**src/rtl/flt_pkg.sv**
```systemverilog
// Shared types and constant helpers for the sequential float add/subtract unit.
// Word helpers return 64-bit patterns; callers slice them to their own word width.
package flt_pkg;

  typedef enum logic [2:0] {
    ST_IDLE,
    ST_UNPACK,
    ST_ALIGN,
    ST_ADD,
    ST_NORM,
    ST_ROUND,
    ST_DONE
  } state_t;

  typedef enum logic [1:0] {
    CL_ZERO,
    CL_NORM,
    CL_INF,
    CL_NAN
  } cls_t;

  function automatic int flt_bias(input int exp_w);
    return (1 << (exp_w - 1)) - 1;
  endfunction

  function automatic logic [63:0] flt_inf(input int exp_w, input int man_w);
    return ((64'd1 << exp_w) - 64'd1) << man_w;
  endfunction

  function automatic logic [63:0] flt_nan(input int exp_w, input int man_w);
    return flt_inf(exp_w, man_w) | (64'd1 << (man_w - 1));
  endfunction

  // Subnormals classify as zero so they flush with their sign kept.
  function automatic cls_t flt_class(input logic exp_zero, input logic exp_ones,
                                     input logic frac_zero);
    if (exp_zero) return CL_ZERO;
    if (exp_ones) return frac_zero ? CL_INF : CL_NAN;
    return CL_NORM;
  endfunction

endpackage

```
**src/rtl/flt_round_rne.sv**
```systemverilog
// Round-to-nearest-even on a {hidden, frac, G, R, S} mantissa.
// On a mantissa carry the fraction is returned already renormalised (all zero).
module flt_round_rne #(
  parameter int MAN_W = 10
) (
  input  logic [MAN_W+3:0] mant,
  output logic [MAN_W-1:0] frac,
  output logic             carry,
  output logic             lost
);

  logic             up;
  logic [MAN_W+1:0] inc;

  assign up    = mant[2] & (mant[1] | mant[0] | mant[3]);
  assign inc   = {1'b0, mant[MAN_W+3:3]} + (MAN_W+2)'(up);
  assign carry = inc[MAN_W+1];
  assign frac  = carry ? inc[MAN_W:1] : inc[MAN_W-1:0];
  assign lost  = |mant[2:0];

endmodule

```
**src/rtl/flt_addsub_seq.sv**
```systemverilog
// Multi-cycle floating-point add/subtract coprocessor with RNE rounding and
// special-value handling; one operation in flight, result held until the next done.
//
// state  | meaning
// IDLE   | waiting for start; operands captured on the accepting edge
// UNPACK | classify operands; specials go straight to DONE
// ALIGN  | order by magnitude, right-shift smaller mantissa with sticky
// ADD    | add/subtract magnitudes; exact zero goes to DONE
// NORM   | one shift per cycle until the hidden bit is set
// ROUND  | round-to-nearest-even, overflow to infinity
// DONE   | result valid, done pulse
module flt_addsub_seq
  import flt_pkg::*;
#(
  parameter int EXP_W = 5,
  parameter int MAN_W = 10
) (
  input  logic                 clk,
  input  logic                 reset,
  input  logic                 start,
  input  logic                 op_sub,
  input  logic [EXP_W+MAN_W:0] a,
  input  logic [EXP_W+MAN_W:0] b,
  output logic [EXP_W+MAN_W:0] result,
  output logic                 done,
  output logic                 busy,
  output logic                 ovf,
  output logic                 inexact
);

  localparam int FW = EXP_W + MAN_W + 1;
  localparam int MW = MAN_W + 4;
  localparam int XW = EXP_W + 1;
  localparam logic [63:0]    INF64    = flt_inf(EXP_W, MAN_W);
  localparam logic [63:0]    NAN64    = flt_nan(EXP_W, MAN_W);
  localparam logic [FW-1:0]  INF_W    = INF64[FW-1:0];
  localparam logic [FW-1:0]  NAN_W    = NAN64[FW-1:0];
  localparam logic [XW-1:0]  EXP_ONES = {1'b0, {EXP_W{1'b1}}};

  state_t state_q, state_d;

  logic [FW-1:0]    op_a_q, op_b_q;
  logic             sub_q, sign_q, eff_sub_q;
  logic [XW-1:0]    exp_q;
  logic [MW-1:0]    big_q, small_q;
  logic [MW:0]      sum_q, sum_d, norm_right;

  logic             sa, sb;
  logic [EXP_W-1:0] ea, eb, e_big, e_small, diff;
  logic [MAN_W-1:0] fa, fb;
  cls_t             ca, cb;
  logic             special, a_big, sign_big;
  logic [FW-1:0]    special_res;
  logic [MW-1:0]    m_big, m_small, m_shift;
  logic [2*MW-1:0]  ext;

  logic [MAN_W-1:0] rnd_frac;
  logic             rnd_carry, rnd_lost, rnd_ovf;
  logic [XW-1:0]    exp_r;
  logic [FW-1:0]    rnd_res;

  logic             fin_load, fin_ovf, fin_inx;
  logic [FW-1:0]    fin_res;

  assign sa = op_a_q[FW-1];
  assign sb = op_b_q[FW-1] ^ sub_q;
  assign ea = op_a_q[FW-2:MAN_W];
  assign eb = op_b_q[FW-2:MAN_W];
  assign fa = op_a_q[MAN_W-1:0];
  assign fb = op_b_q[MAN_W-1:0];
  assign ca = flt_class(ea == '0, &ea, fa == '0);
  assign cb = flt_class(eb == '0, &eb, fb == '0);
  assign special = (ca != CL_NORM) || (cb != CL_NORM);

  always_comb begin
    if (ca == CL_NAN || cb == CL_NAN || (ca == CL_INF && cb == CL_INF && sa != sb))
      special_res = NAN_W;
    else if (ca == CL_INF)
      special_res = {sa, INF_W[FW-2:0]};
    else if (cb == CL_INF)
      special_res = {sb, INF_W[FW-2:0]};
    else if (ca == CL_ZERO && cb == CL_ZERO)
      special_res = {sa & sb, {(FW-1){1'b0}}};
    else if (ca == CL_ZERO)
      special_res = {sb, op_b_q[FW-2:0]};
    else
      special_res = op_a_q;
  end

  assign a_big = {ea, fa} >= {eb, fb};

  always_comb begin
    if (a_big) begin
      sign_big = sa;
      e_big    = ea;
      e_small  = eb;
      m_big    = {1'b1, fa, 3'b000};
      m_small  = {1'b1, fb, 3'b000};
    end else begin
      sign_big = sb;
      e_big    = eb;
      e_small  = ea;
      m_big    = {1'b1, fb, 3'b000};
      m_small  = {1'b1, fa, 3'b000};
    end
    diff = e_big - e_small;
    ext  = {m_small, {MW{1'b0}}} >> diff;
    // Beyond the G/R/S window only the sticky bit survives.
    if (diff > EXP_W'(MW - 1))
      m_shift = {{(MW-1){1'b0}}, 1'b1};
    else
      m_shift = {ext[2*MW-1:MW+1], ext[MW] | (|ext[MW-1:0])};
  end

  assign sum_d = eff_sub_q ? ({1'b0, big_q} - {1'b0, small_q})
                           : ({1'b0, big_q} + {1'b0, small_q});
  assign norm_right = {1'b0, sum_q[MW:2], sum_q[1] | sum_q[0]};

  flt_round_rne #(.MAN_W(MAN_W)) u_round (
    .mant  (sum_q[MW-1:0]),
    .frac  (rnd_frac),
    .carry (rnd_carry),
    .lost  (rnd_lost)
  );

  assign exp_r   = exp_q + XW'(rnd_carry);
  assign rnd_ovf = exp_r >= EXP_ONES;
  assign rnd_res = rnd_ovf ? {sign_q, INF_W[FW-2:0]}
                           : {sign_q, exp_r[EXP_W-1:0], rnd_frac};

  always_ff @(posedge clk or negedge reset) begin
    if (!reset) state_q <= ST_IDLE;
    else        state_q <= state_d;
  end

  always_comb begin
    state_d  = state_q;
    fin_load = 1'b0;
    fin_res  = '0;
    fin_ovf  = 1'b0;
    fin_inx  = 1'b0;
    case (state_q)
      ST_IDLE:   if (start) state_d = ST_UNPACK;
      ST_UNPACK: begin
        if (special) begin
          state_d  = ST_DONE;
          fin_load = 1'b1;
          fin_res  = special_res;
        end else begin
          state_d = ST_ALIGN;
        end
      end
      ST_ALIGN:  state_d = ST_ADD;
      ST_ADD: begin
        if (sum_d == '0) begin
          state_d  = ST_DONE;
          fin_load = 1'b1;
        end else if (sum_d[MW] || !sum_d[MW-1]) begin
          state_d = ST_NORM;
        end else begin
          state_d = ST_ROUND;
        end
      end
      ST_NORM: begin
        if (sum_q[MW]) begin
          state_d = ST_ROUND;
        end else if (exp_q <= XW'(1)) begin
          state_d  = ST_DONE;
          fin_load = 1'b1;
          fin_res  = {sign_q, {(FW-1){1'b0}}};
          fin_inx  = 1'b1;
        end else if (sum_q[MW-2]) begin
          state_d = ST_ROUND;
        end
      end
      ST_ROUND: begin
        state_d  = ST_DONE;
        fin_load = 1'b1;
        fin_res  = rnd_res;
        fin_ovf  = rnd_ovf;
        fin_inx  = rnd_lost | rnd_ovf;
      end
      ST_DONE:   state_d = ST_IDLE;
      default:   state_d = ST_IDLE;
    endcase
  end

  always_ff @(posedge clk or negedge reset) begin
    if (!reset) begin
      op_a_q    <= '0;
      op_b_q    <= '0;
      sub_q     <= 1'b0;
      sign_q    <= 1'b0;
      eff_sub_q <= 1'b0;
      exp_q     <= '0;
      big_q     <= '0;
      small_q   <= '0;
      sum_q     <= '0;
      result    <= '0;
      ovf       <= 1'b0;
      inexact   <= 1'b0;
    end else begin
      if (state_q == ST_IDLE && start) begin
        op_a_q <= a;
        op_b_q <= b;
        sub_q  <= op_sub;
      end
      if (state_q == ST_ALIGN) begin
        sign_q    <= sign_big;
        eff_sub_q <= sa ^ sb;
        exp_q     <= {1'b0, e_big};
        big_q     <= m_big;
        small_q   <= m_shift;
      end
      if (state_q == ST_ADD) sum_q <= sum_d;
      if (state_q == ST_NORM) begin
        if (sum_q[MW]) begin
          sum_q <= norm_right;
          exp_q <= exp_q + XW'(1);
        end else begin
          sum_q <= {sum_q[MW-1:0], 1'b0};
          exp_q <= exp_q - XW'(1);
        end
      end
      if (fin_load) begin
        result  <= fin_res;
        ovf     <= fin_ovf;
        inexact <= fin_inx;
      end
    end
  end

  assign done = (state_q == ST_DONE);
  assign busy = (state_q != ST_IDLE);

endmodule

```
**config.mk**
```make
export PLATFORM = sky130hd
export DESIGN_NAME = flt_addsub_seq
export DESIGN_NICKNAME = d
export VERILOG_FILES = /design/src/rtl/flt_pkg.sv /design/src/rtl/flt_round_rne.sv /design/src/rtl/flt_addsub_seq.sv
export SDC_FILE = /design/constraint.sdc
export NUM_CORES = 1
export LEC_CHECK = 0
export CAP_MARGIN = 20
export CORE_MARGIN = 4
export CORE_UTILIZATION = 50
export CTS_BUF_LIST = sky130_fd_sc_hd__clkbuf_4
export CTS_CLUSTER_SIZE = 8
export DETAILED_ROUTE_END_ITERATION = 10
export MAX_ROUTING_LAYER = met4
export PLACE_DENSITY = 0.7
export SYNTH_ARGS = -nofsm -noshare
export SYNTH_HDL_FRONTEND = slang
export SYNTH_HIERARCHICAL = 1
export SYNTH_SLANG_ARGS = --single-unit
```
**constraint.sdc**
```tcl
create_clock -name clk -period 6.4 [get_ports clk]
set_input_delay 0.64 -clock clk [delete_from_list [all_inputs] [get_ports clk]]
set_output_delay 0.64 -clock clk [all_outputs]
set_load 0.01 [all_outputs]
```
======== Yosys cells after proc, flatten, opt, wreduce, memory -nomap -nowiden ========
Cells that the tools add are included.
word-level totals
  bits in registers ....................... 105
  input bits .............................. 36
  output and inout port bits .............. 20
  logic and storage cells ................. 128
operators by class
  $add $sub $neg .......................... 7
  magnitude comparators ................... 4
  equal/unequal tests ..................... 15
  shift-type cells ........................ 1
  muxes and demuxes ....................... 55
  bitwise operators ....................... 8
  reductions and logical operators ........ 25
operator list
  cell                                        count
  two-way mux 16 bit                          8
  two-way mux 15 bit                          5
  case mux 16 bit (3 select lines)            1
  right shift 28 x 5 -> 28 bit                1
  two-way mux 13 bit                          2
  zero test 10 bit                            2
  two-way mux 2 bit                           9
  two-way mux 6 bit                           3
  case mux 3 bit (6 select lines)             1
  adder 14 x 14 -> 15 bit                     1
  greater-or-equal comparator 15 bit          1
  zero test 15 bit                            1
  two-way mux 1 bit                           15
  two-way mux 3 bit                           5
  subtractor 14 x 14 -> 15 bit                1
  two-way mux 14 bit                          1
  OR reduction 14 bit                         1
  adder 11 x 1 -> 12 bit                      1
  zero test 5 bit                             2
  two-way mux 10 bit                          1
  two-way mux 5 bit                           2
  AND reduction 5 bit                         2
  equality test 3 bit, second input constant  3
  equality test 2 bit, second input constant  4
  27 further kinds                            42

======== Logic depth before layout (Yosys ltp) ========
Gate-level depths: netlist of run 1.
  word-level depth ........................ 13
  gate-level depth with buffers ........... 17
  mapped depth without buffers ............ 16

======== Modules after synthesis ========
The synthesis of run 1 kept the hierarchy.
modules (own cells, without submodules)
  module          instances  cells each  area each (um^2)  sequential area each (um^2)
  flt_addsub_seq  1          796         7,009.2           2,552.4
  flt_round_rne   1          43          312.8             0.0

======== Worst setup path after synthesis of run 1 ========
No wires, ideal clock.
  kind .................................... reg2reg
  start point ............................. register small_q[2]
  end point ............................... register result[8]
  library setup time ...................... 0.126 ns
  arrival time ............................ 4.147 ns
  required time ........................... 6.274 ns
  slack ................................... 2.127 ns
  stages on the path, launching flop included .. 17
  buffers on the path ..................... 2
  clock period less this slack ............ 4.273 ns
  path through ............................ dfrtp_1 -> buf_4 -> nor3_1 -> a31oi_1 -> xnor2_1 -> ha_1 -> a21o_1 -> a21o_1 -> a21o_1 -> or3_1 -> o211a_1 -> or4b_1 -> and3_4 -> nor4b_4 -> a211oi_2 -> buf_6 -> a221o_1
on the way
  longest elaborated chain between the ends .. 5
  elaborated cells between the ends (all ways) .. 6
  those cells by class .................... add/sub (2); mux (3); reduce/logical (1)
RTL lines
  element                                                                         RTL line                                      text
  start, declared                                                                 flt_addsub_seq.sv:45                          logic [MW-1:0] big_q, small_q;
  start signal, assigned                                                          flt_addsub_seq.sv:213                         small_q <= m_shift;
  adder 14 x 14 -> 15 bit / subtractor 14 x 14 -> 15 bit (equally long branches)  flt_addsub_seq.sv:116, flt_addsub_seq.sv:115
  two-way mux 15 bit *                                                            flt_addsub_seq.sv:115                         assign sum_d = eff_sub_q ? ({1'b0, big_q} - {1'b0, small_q})
  zero test 15 bit *                                                              flt_addsub_seq.sv:155                         if (sum_d == '0) begin
  two-way mux 1 bit *                                                             flt_addsub_seq.sv:155
  case mux 1 bit (4 select lines) *                                               flt_addsub_seq.sv:142                         case (state_q)
  end signal, assigned                                                            flt_addsub_seq.sv:226                         result <= fin_res;
  end, declared                                                                   flt_addsub_seq.sv:24                          output logic [EXP_W+MAN_W:0] result,
Mark *: on every way between the ends. The rest lies on a longest branch, timed or not.
A chain may end at the register's enable or synchronous reset.

======== Final worst setup path of run 1 ========
  start point ............................. register op_b_q[10]
  end point ............................... register small_q[0]
on the way
  longest elaborated chain between the ends .. 7
  elaborated cells between the ends (all ways) .. 10
  those cells by class .................... add/sub (1); order compare (2); shift (1); mux (4); bitwise (1); reduce/logical (1)
RTL lines
  element                             RTL line               text
  start, declared                     flt_addsub_seq.sv:42   logic [FW-1:0] op_a_q, op_b_q;
  start signal, assigned              flt_addsub_seq.sv:191  op_b_q <= '0;
  start signal, assigned              flt_addsub_seq.sv:205  op_b_q <= b;
  greater-or-equal comparator 15 bit  flt_addsub_seq.sv:90   assign a_big = {ea, fa} >= {eb, fb};
  two-way mux 5 bit                   flt_addsub_seq.sv:93   if (a_big) begin
  subtractor 5 bit                    flt_addsub_seq.sv:106  diff = e_big - e_small;
  right shift 28 x 5 -> 28 bit        flt_addsub_seq.sv:107  ext = {m_small, {MW{1'b0}}} >> diff;
  OR reduction 14 bit                 flt_addsub_seq.sv:112  m_shift = {ext[2*MW-1:MW+1], ext[MW] | (|ext[MW-1:0])};
  OR 1 bit                            flt_addsub_seq.sv:112
  two-way mux 14 bit *                flt_addsub_seq.sv:109  if (diff > EXP_W'(MW - 1))
Marks and branches as above.

==> impl_metrics.py, run 1 <==
metrics = {
    "clock_network": {
        "numCtsBuffers": 9,
        "clockRootBuffer": "clkbuf_4",
        "worstSkewPairLatency_ns": 0.50,
        "hold_buffers": 0,
        "clk_pin_slew_ns": 0.18,
        "ctsResizeCount": 0,
        "post_cts_buffers": 0,
        "cts_buffer_depth": 2,
        "cts.sinks": 102,
        "htreeDepth": 3,
        "cts_tree": "yes",
    },
    "worst_setup_path": {
        "criticalPathCategory": "flop to flop",
        "worstPathArrival_ns": 5.30,
        "worstSetupEndpointType": "flop",
        "crit_fanout": 26,
        "critPathLaunchType": "flop",
        "cp.required_ns": 6.75,
    },
    "synthesis": {
        "ys_seq_area_share_pct": 34.9,
        "synth-async-reset-ratio_pct": 100,
        "yosys.area.top_type": "dfrtp_1",
        "syn_nets": 910,
        "yosys_warnings": 6,
        "ys_types": 79,
        "syn_avg_cell_area_sq_um": 8.73,
        "syn_area_sq_mm": 0.00732,
        "syn_inst": 839,
        "ys.flop_type": "dfrtp_1",
        "ys_top_cells_by_area": "dfrtp_1 (35%), mux2i_1 (6.0%), ha_1 (6.0%)",
        "ys_ff_latch": 102,
        "synth_edf_count": 0,
        "synth_top_area_share_pct": 34.9,
    },
    "timing": {
        "setup_viol": 0,
        "slew_headroom_pct": 15.1,
        "tns_ns": 0,
        "rsz0062_at_grt": "false",
        "fmax_ghz": 0.202,
        "finalHoldViolations": 0,
        "final_max_slew_viol_count": 0,
        "fin_crit_sh_pct": 77.4,
        "worstMarginPinSlew_ns": 1.27,
        "fin_skew_ns": 0.0248,
        "period_needed_ns": 4.95,
    },
    "route": {
        "drt-initial-drc-count": 508,
        "dr_total_vias": 6595,
        "drtAntennaViolNets": 0,
        "drcViolationCount": 0,
        "first_pass_iters": 5,
        "viasPerCell": 6.27,
        "wl_per_cell_microns": 19.3,
        "routed_wl_mm": 20.2,
    },
    "floorplan": {
        "rows": 43,
        "die_area_sq_mm": 0.0166,
        "coreArea_sq_mm": 0.0141,
        "pin_count": 56,
        "die_h_microns": 129,
        "initial_core_util_pct": 51.9,
        "fp.dieW_microns": 129,
    },
    "grt": {
        "grt_pass1_vias": 6225,
        "grtUsageTotal_pct": 26.0,
        "antenna_found_initial": 0,
        "grt_max_degree": 58,
        "grt_pass1_wl_mm": 33.4,
        "gr-total-overflow": 0,
    },
    "placed_design": {
        "dp_hpwl_mm": 15.5,
        "routabilityCongestion": 0.970,
        "portBuffers": 55,
    },
    "final_layout": {
        "fillers": 1278,
        "nNetsFinal": 937,
        "syn_to_final_growth_pct": 10.6,
        "drive_above_1_share_pct": 6.77,
        "insertedDiodeCount": 0,
    },
    "worst_hold_path": {
        "hold_class": "primary input to async pin",
    },
    "job": {
        "maxCapViolCount": 0,
    },
    "outcome": {
        "status": "completed",
    },
}
[sequential cells by signal, summed over array words and instances (netlist names)]
register,count
big_q,11
eff_sub_q,1
exp_q,6
inexact,1
op_a_q,16
op_b_q,16
ovf,1
result,16
sign_q,1
small_q,14
state_q,3
sub_q,1
sum_q,15
[synthesized netlist by cell type, types with 9 or more instances]
cell      instances
nor3_1           21
mux2_2           19
xnor2_1          24
ha_1             35
inv_1            26
a21o_1           10
or3_1             9
dfrtp_1         102
a211oi_1         21
clkbuf_1         33
mux2i_1          44
o21ai_0          48
nand2_1         102
nand3_1          22
a221o_1          12
nor2_1           70
and3_1           13
a21oi_1          58
nor2b_1          13
a31oi_1          10
[cells by family (layout without fill, tap and decap cells)]
group / after synthesis / after routing / share of synthesized area, %
and+or+nand+nor: 288 / 288 / 19.3
AOI/OAI and AO/OA: 246 / 246 / 22.4
DFF: 102 / 102 / 34.9
buffers and inverters: 71 / 103 / 3.90
muxes: 66 / 66 / 9.76
adders and majority gates: 36 / 36 / 6.12
xor gates and xnor gates: 30 / 30 / 3.69
[layer usage]
layer	up-vias	track usage [%]	wire length (microns)	share of wire, %
met1	3202	35.5	9240	46
li1	3151	-	-	-
met2	213	41.2	9600	47
met4	0	5.74	336	1.7
met3	29	4.04	1060	5.3
met5	-	-	0	0
[cell type report]
cell class / instances / area (sq um) / area share, %
well taps: 180 / 225 / 2.78
multi-input cells: 666 / 4500 / 55.5
clock inverters: 6 / 68.8 / 0.849
repair buffers: 59 / 578 / 7.14
inverters: 28 / 105 / 1.30
clock buffers: 10 / 75.1 / 0.927
flip-flops and latches: 102 / 2550 / 31.5
[path summary, 6_finish.rpt]
check,slack (ns),depth (start not counted),startpoint,end
setup / recovery,1.45,13,op_b_q[10],small_q[0]
hold / removal,0.11,1,reset,result[10]
setup reg to reg,1.45,13,op_b_q[10],small_q[0]
hold reg to reg,0.51,1,big_q[13],big_q[13]
max in group asynchronous,5.14,2,reset,small_q[11]
min in group clk,0.51,1,big_q[13],big_q[13]
[critical path: stages (launching register included)]
cell	delay, ns
dfrtp_1	0.43
inv_1	0.12
ha_1	0.82
nand2_1	0.15
nor2_1	0.14
nand2_1	0.09
o21ai_4	0.49
buf_4	0.43
mux2i_1	0.43
a221o_1	0.59
mux2i_1	0.38
mux2i_1	0.15
o41ai_1	0.43
a32oi_1	0.15
[stage by stage]
stage / util [%] / cell area [sq um] / setup WS (ns) / instances / hold slack [ns]
after floorplan: - / 7320 / 2.13 / 839 / 0.344
after global placement: 56.5 / 7960 / 1.77 / 1035 / 0.461
after detailed placement: 56.5 / 7960 / 1.63 / 1035 / 0.473
after CTS: 57.5 / 8100 / 1.56 / 1051 / 0.105
after global routing: 57.5 / 8100 / 1.11 / 1051 / 0.119
final: 57.5 / 8100 / 1.45 / 1051 / 0.112
[layout by cell type, fill, tap and decap left out, types with 6 or more instances in the layout]
cell,n
a31oi_1,10
o21ai_1,7
xnor2_1,24
ha_1,35
nand2b_1,6
nand3_1,22
o21ai_0,48
mux2i_1,44
nor3_1,21
o211ai_1,7
nor2b_1,13
inv_1,26
a21oi_1,58
and3_1,12
clkdlybuf4s50_1,54
mux2_2,19
a221o_1,12
dfrtp_1,102
o22ai_1,7
o31ai_1,6
o21a_1,8
or3_1,9
a211oi_1,21
a21o_1,10
clkbuf_4,10
nor2_1,70
nand2_1,102
Power of run 1 is not shown: default switching activity piles up to over one toggle a cycle in this logic, so the estimate is an artifact.
==> run 2, diff against run 1 <==
PLACE_DENSITY = 0.73   (was 0.7)
clock period = 4.2 ns   (was 6.4 ns; I/O delays follow)
==> run 2 against run 1 <==
Cell count is 7.0% higher; largest cell class unchanged; clock skew is 0.0076 ns higher; maximum frequency is 21% higher; hold slack better by 0.17 ns; wire length is 0.78% lower; critical path depth is 2 higher; global-route usage is 1.0 points lower; worst setup slack worse by 1.3 ns; final area is 8.5% higher.
==> impl_metrics.py, run 2 (synthesized netlist as in run 1, its figures left out) <==
metrics = {
    "clock_network": {
        "clk_pin_slew_ns": 0.19,
        "htreeDepth": 3,
        "cts_buffer_depth": 2,
        "numCtsBuffers": 9,
        "cts_tree": "yes",
        "clockRootBuffer": "clkbuf_4",
        "worstSkewPairLatency_ns": 0.51,
        "cts.sinks": 102,
    },
    "route": {
        "drcViolationCount": 0,
        "drtAntennaViolNets": 0,
        "wl_per_cell_microns": 17.9,
        "first_pass_iters": 5,
        "dr_total_vias": 6860,
        "routed_wl_mm": 20.1,
        "viasPerCell": 6.10,
        "drt-initial-drc-count": 667,
    },
    "floorplan": {
        "fp.dieW_microns": 129,
        "die_h_microns": 129,
        "pin_count": 56,
        "die_area_sq_mm": 0.0166,
        "rows": 43,
        "coreArea_sq_mm": 0.0141,
        "initial_core_util_pct": 51.9,
    },
    "worst_setup_path": {
        "rr_startpoint": "small_q[4]",
        "ff2ff_path_depth": 15,
        "worstSetupEndpointType": "flop",
        "rrSetupSlack_ns": 0.12,
        "worstPathArrival_ns": 4.49,
        "critPathLaunchType": "flop",
        "critPathCapture": "result[1]",
        "crit_fanout": 7,
        "criticalPathCategory": "flop to flop",
        "startpoint": "small_q[4]",
        "cp.required_ns": 4.60,
        "r2r_end": "result[1]",
    },
    "grt": {
        "gr-total-overflow": 0,
        "grt_max_degree": 78,
        "grt_pass1_wl_mm": 32.1,
        "grt_pass1_vias": 6219,
        "antenna_found_initial": 1,
        "grtUsageTotal_pct": 25.0,
    },
    "final_layout": {
        "nNetsFinal": 1010,
        "syn_to_final_growth_pct": 20.0,
        "final_cell_mix": "nand2_1 (102), dfrtp_1 (102), buf_4 (72)",
        "fillers": 1279,
        "fin_area_sq_mm": 0.00879,
        "largestRegisters": "op_a_q: 16 flops, op_b_q: 16 flops, result: 16 flops",
        "drive_above_1_share_pct": 15.0,
    },
    "job": {
        "maxCapViolCount": 0,
    },
    "worst_hold_path": {
        "hold_class": "primary input to async pin",
    },
    "timing": {
        "fin_skew_ns": 0.0324,
        "period_needed_ns": 4.08,
        "setup_viol": 0,
        "fmax_ghz": 0.245,
        "worstMarginPinSlew_ns": 0.935,
        "slew_headroom_pct": 37.4,
        "rsz0062_at_grt": "true",
        "final_max_slew_viol_count": 0,
        "finalHoldViolations": 0,
        "fin_hold_ws_ns": 0.280,
        "fin_crit_sh_pct": 97.3,
    },
    "outcome": {
        "status": "completed",
    },
    "placed_design": {
        "placed_area_sq_mm": 0.00848,
        "routabilityCongestion": 0.913,
        "portBuffers": 55,
        "dp_hpwl_mm": 15.3,
    },
}
==> run 2: changes by cell type in the layout (fill, tap and decap cells not counted), sizes merged <==
| cell | before | now |
|---|---|---|
| inv | 28 | 29 |
| buf | 5 | 76 |
| a211oi | 22 | 23 |
| diode | 0 | 1 |
| dlygate4sd3 | 0 | 1 |
| clkinv | 4 | 3 |
==> run 2: cell type report <==
type,count,area (sq um),area share [%]
multi-input combinational,667,4600,52.3
sequential,102,2550,29.0
timing repair buffer,131,1150,13.1
tap,180,225,2.56
inverter,28,105,1.20
clock inverter,6,77.6,0.883
clock buffer,10,75.1,0.854
antenna,1,2.50,0.0285
==> run 2: layer usage <==
layer / GRT usage (%) / share of wire [%] / vias up
met5: - / 0 / -
met4: 7.23 / 2.2 / 0
met3: 4.53 / 6.0 / 33
met2: 37.8 / 46 / 250
met1: 34.5 / 46 / 3270
li1: - / - / 3307
==> run 2: worst min-delay path by stage <==
stage                         start  slack (ns)        end  cells past startpoint
after global routing          reset        0.26   exp_q[5]                      2
final                         reset        0.28   exp_q[5]                      2
after detailed placement  big_q[13]        0.46  big_q[13]                      1
after floorplan               reset        0.12  big_q[10]                      0
after global placement    big_q[13]        0.46  big_q[13]                      1
after CTS                     reset        0.07   exp_q[5]                      1
==> run 2: repair_timing <==
item,CTS,global route
buffers inserted,0,2
hold buffers,0,1
endpoints found under the setup margin,0,19
endpoints found under the hold margin,0,16
gates resized for setup,0,19
==> run 2: worst max-delay path, cell delays in order, from the launching register on <==
cell and delay [ns]:
dfrtp_1 0.41, or4_4 0.55, buf_6 0.15, nor3_4 0.12, a21oi_2 0.07, xnor2_1 0.12, ha_1 0.31, a21o_1 0.19
or3_1 0.32, o211a_1 0.22, or4b_1 0.46, and3_4 0.19, nor4b_4 0.28, buf_6 0.18, a211oi_4 0.10, a221o_1 0.34
==> run 2: per-stage QoR <==
stage / instances / setup TNS (ns) / util, % / setup slack [ns]
after floorplan: 839 / 0 / - / 0.0410
after global placement: 1103 / 0 / 60.2 / 0.104
after detailed placement: 1103 / 0 / 60.2 / 0.0469
after CTS: 1119 / 0 / 61.2 / 0.0391
after global routing: 1125 / -0.614 / 62.3 / -0.0663
final: 1125 / 0 / 62.3 / 0.115
Power of run 2 is left out for the same reason.
==> run 3, diff against run 2 <==
PLACE_DENSITY = 0.7   (was 0.73)
clock period = 5.1 ns   (was 4.2 ns; I/O delays follow)
==> run 3 against run 2 <==
Sequential share of layout area rose by 2.3 points; worst setup slack better by 0.35 ns; via count is 3.7% lower; non-clock buffer count is 63 lower; final area shrank 7.2%.
==> impl_metrics.py, run 3 (synthesized netlist as in run 1, its figures left out) <==
metrics = {
    "outcome": {
        "status": "completed",
    },
    "timing": {
        "final_max_slew_viol_count": 0,
        "period_needed_ns": 4.63,
        "rsz0062_at_grt": "false",
        "slew_headroom_pct": 36.6,
        "fmax_ghz": 0.216,
        "fin_hold_ws_ns": 0.501,
        "fin_crit_sh_pct": 90.8,
        "worstMarginPinSlew_ns": 0.948,
        "tns_ns": 0,
        "setup_viol": 0,
        "fin_skew_ns": 0.0248,
        "finalHoldViolations": 0,
    },
    "worst_setup_path": {
        "crit_family": "simple AND/OR/NAND/NOR gates",
        "crit_path_frequent_cell": "a21o_1",
        "rrSetupSlack_ns": 0.47,
        "crit_chain": "inv_1 > ha_1 > nor2b_1 > a21oi_1 > xnor2_1 > ha_1 > a21o_1 > a21o_1 > a21o_1 > or3_1 > o211a_1 > or4b_1 > and3_4 > nor4b_4 > a211oi_2 > buf_4 > a221o_1",
        "critPathLaunchType": "flop",
        "max_stage_delay_ns": 0.47,
        "critPathSlowestCell": "or4b_1",
        "criticalPathCategory": "flop to flop",
        "cp.required_ns": 5.52,
        "crit_fanout": 15,
        "worstPathArrival_ns": 5.05,
        "worstSetupEndpointType": "flop",
        "crit_buf_inv": 2,
    },
    "final_layout": {
        "largestRegisters": "op_a_q: 16 flops, op_b_q: 16 flops, result: 16 flops",
        "fillers": 1300,
        "multiInputGateArea_sq_mm": 0.00450,
        "syn_to_final_growth_pct": 11.3,
        "final_cell_count_no_fill": 1061,
        "nNetsFinal": 946,
        "seqCellArea_sq_mm": 0.00255,
        "drive_above_1_share_pct": 7.61,
        "final_cell_mix": "nand2_1 (102), dfrtp_1 (102), nor2_1 (70)",
    },
    "route": {
        "routed_wl_mm": 20.4,
        "dr_wl_met2_mm": 9.50,
        "first_pass_iters": 5,
        "wl_per_cell_microns": 19.2,
        "wl_met1_mm": 9.41,
        "drcViolationCount": 0,
        "drt-initial-drc-count": 436,
        "top_layer": "met4",
        "wl_met3_mm": 1.10,
        "drtAntennaViolNets": 0,
        "dr_total_vias": 6609,
        "viasPerCell": 6.23,
    },
    "job": {
        "maxCapViolCount": 0,
    },
    "floorplan": {
        "pin_count": 56,
        "initial_core_util_pct": 51.9,
        "rows": 43,
        "fp.dieW_microns": 129,
        "coreArea_sq_mm": 0.0141,
        "die_area_sq_mm": 0.0166,
        "die_h_microns": 129,
    },
    "grt": {
        "gr-total-overflow": 0,
        "antenna_found_initial": 1,
        "grtUsageTotal_pct": 25.9,
        "grt_pass1_wl_mm": 33.2,
        "grt_pass1_vias": 6165,
        "grt_max_degree": 60,
    },
    "clock_network": {
        "cts_tree": "yes",
        "clockRootBuffer": "clkbuf_4",
        "cts.sinks": 102,
        "htreeDepth": 3,
        "numCtsBuffers": 9,
        "worstSkewPairLatency_ns": 0.52,
        "clk_pin_slew_ns": 0.17,
        "cts_buffer_depth": 2,
    },
    "placed_design": {
        "routabilityCongestion": 0.903,
        "dp_hpwl_mm": 15.5,
        "portBuffers": 55,
        "dp_cells": 1042,
    },
    "worst_hold_path": {
        "hold_class": "flop to flop",
    },
}
run 3: cell types whose count changed in the layout (fill, tap and decap cells not counted), sizes merged:
cell,change
clkbuf,-1
a211oi,-1
buf,-63
inv,+2
clkinv,+1
clkinvlp,-1
bufinv,-1
run 3: repair_timing:
action | CTS | global route
buffers inserted | 0 | 0
hold endpoints to repair | 43 | 0
hold buffers | 1 | 0
resized for setup | 0 | 0
run 3: path summary, 6_finish.rpt:
check                           start    endpoint  cells after the start
min in group asynchronous       reset  result[12]                      2
setup reg to reg           small_q[0]   result[9]                     17
max in group asynchronous       reset  small_q[9]                      3
hold / removal              big_q[13]   big_q[13]                      1
hold reg to reg             big_q[13]   big_q[13]                      1
setup / recovery           small_q[0]   result[9]                     17
run 3: metrics by stage:
stage | worst slack (ns) | utilization, % | area (sq um)
floorplan | 0.827 | - | 7320
global placement | 0.639 | 56.8 | 8010
global route | 0.238 | 57.8 | 8150
finish | 0.469 | 57.8 | 8150
detailed placement | 0.485 | 56.8 | 8010
CTS | 0.465 | 57.8 | 8140
run 3: final cells by class:
cell class / count / area share [%]
Multi-Input combinational cell: 666 / 55.2
Clock inverter: 7 / 0.660
Tap cell: 180 / 2.76
Clock buffer: 9 / 0.829
Timing Repair Buffer: 68 / 7.95
Antenna cell: 1 / 0.0307
Inverter: 28 / 1.29
Sequential cell: 102 / 31.3
run 3: per-layer routing:
layer  up-vias  GRT usage, %
li1       3176             -
met1      3185          36.4
met2       225          40.1
met3        23          2.76
met4         0          7.16
met5         -             -
Power of run 3 is left out for the same reason.
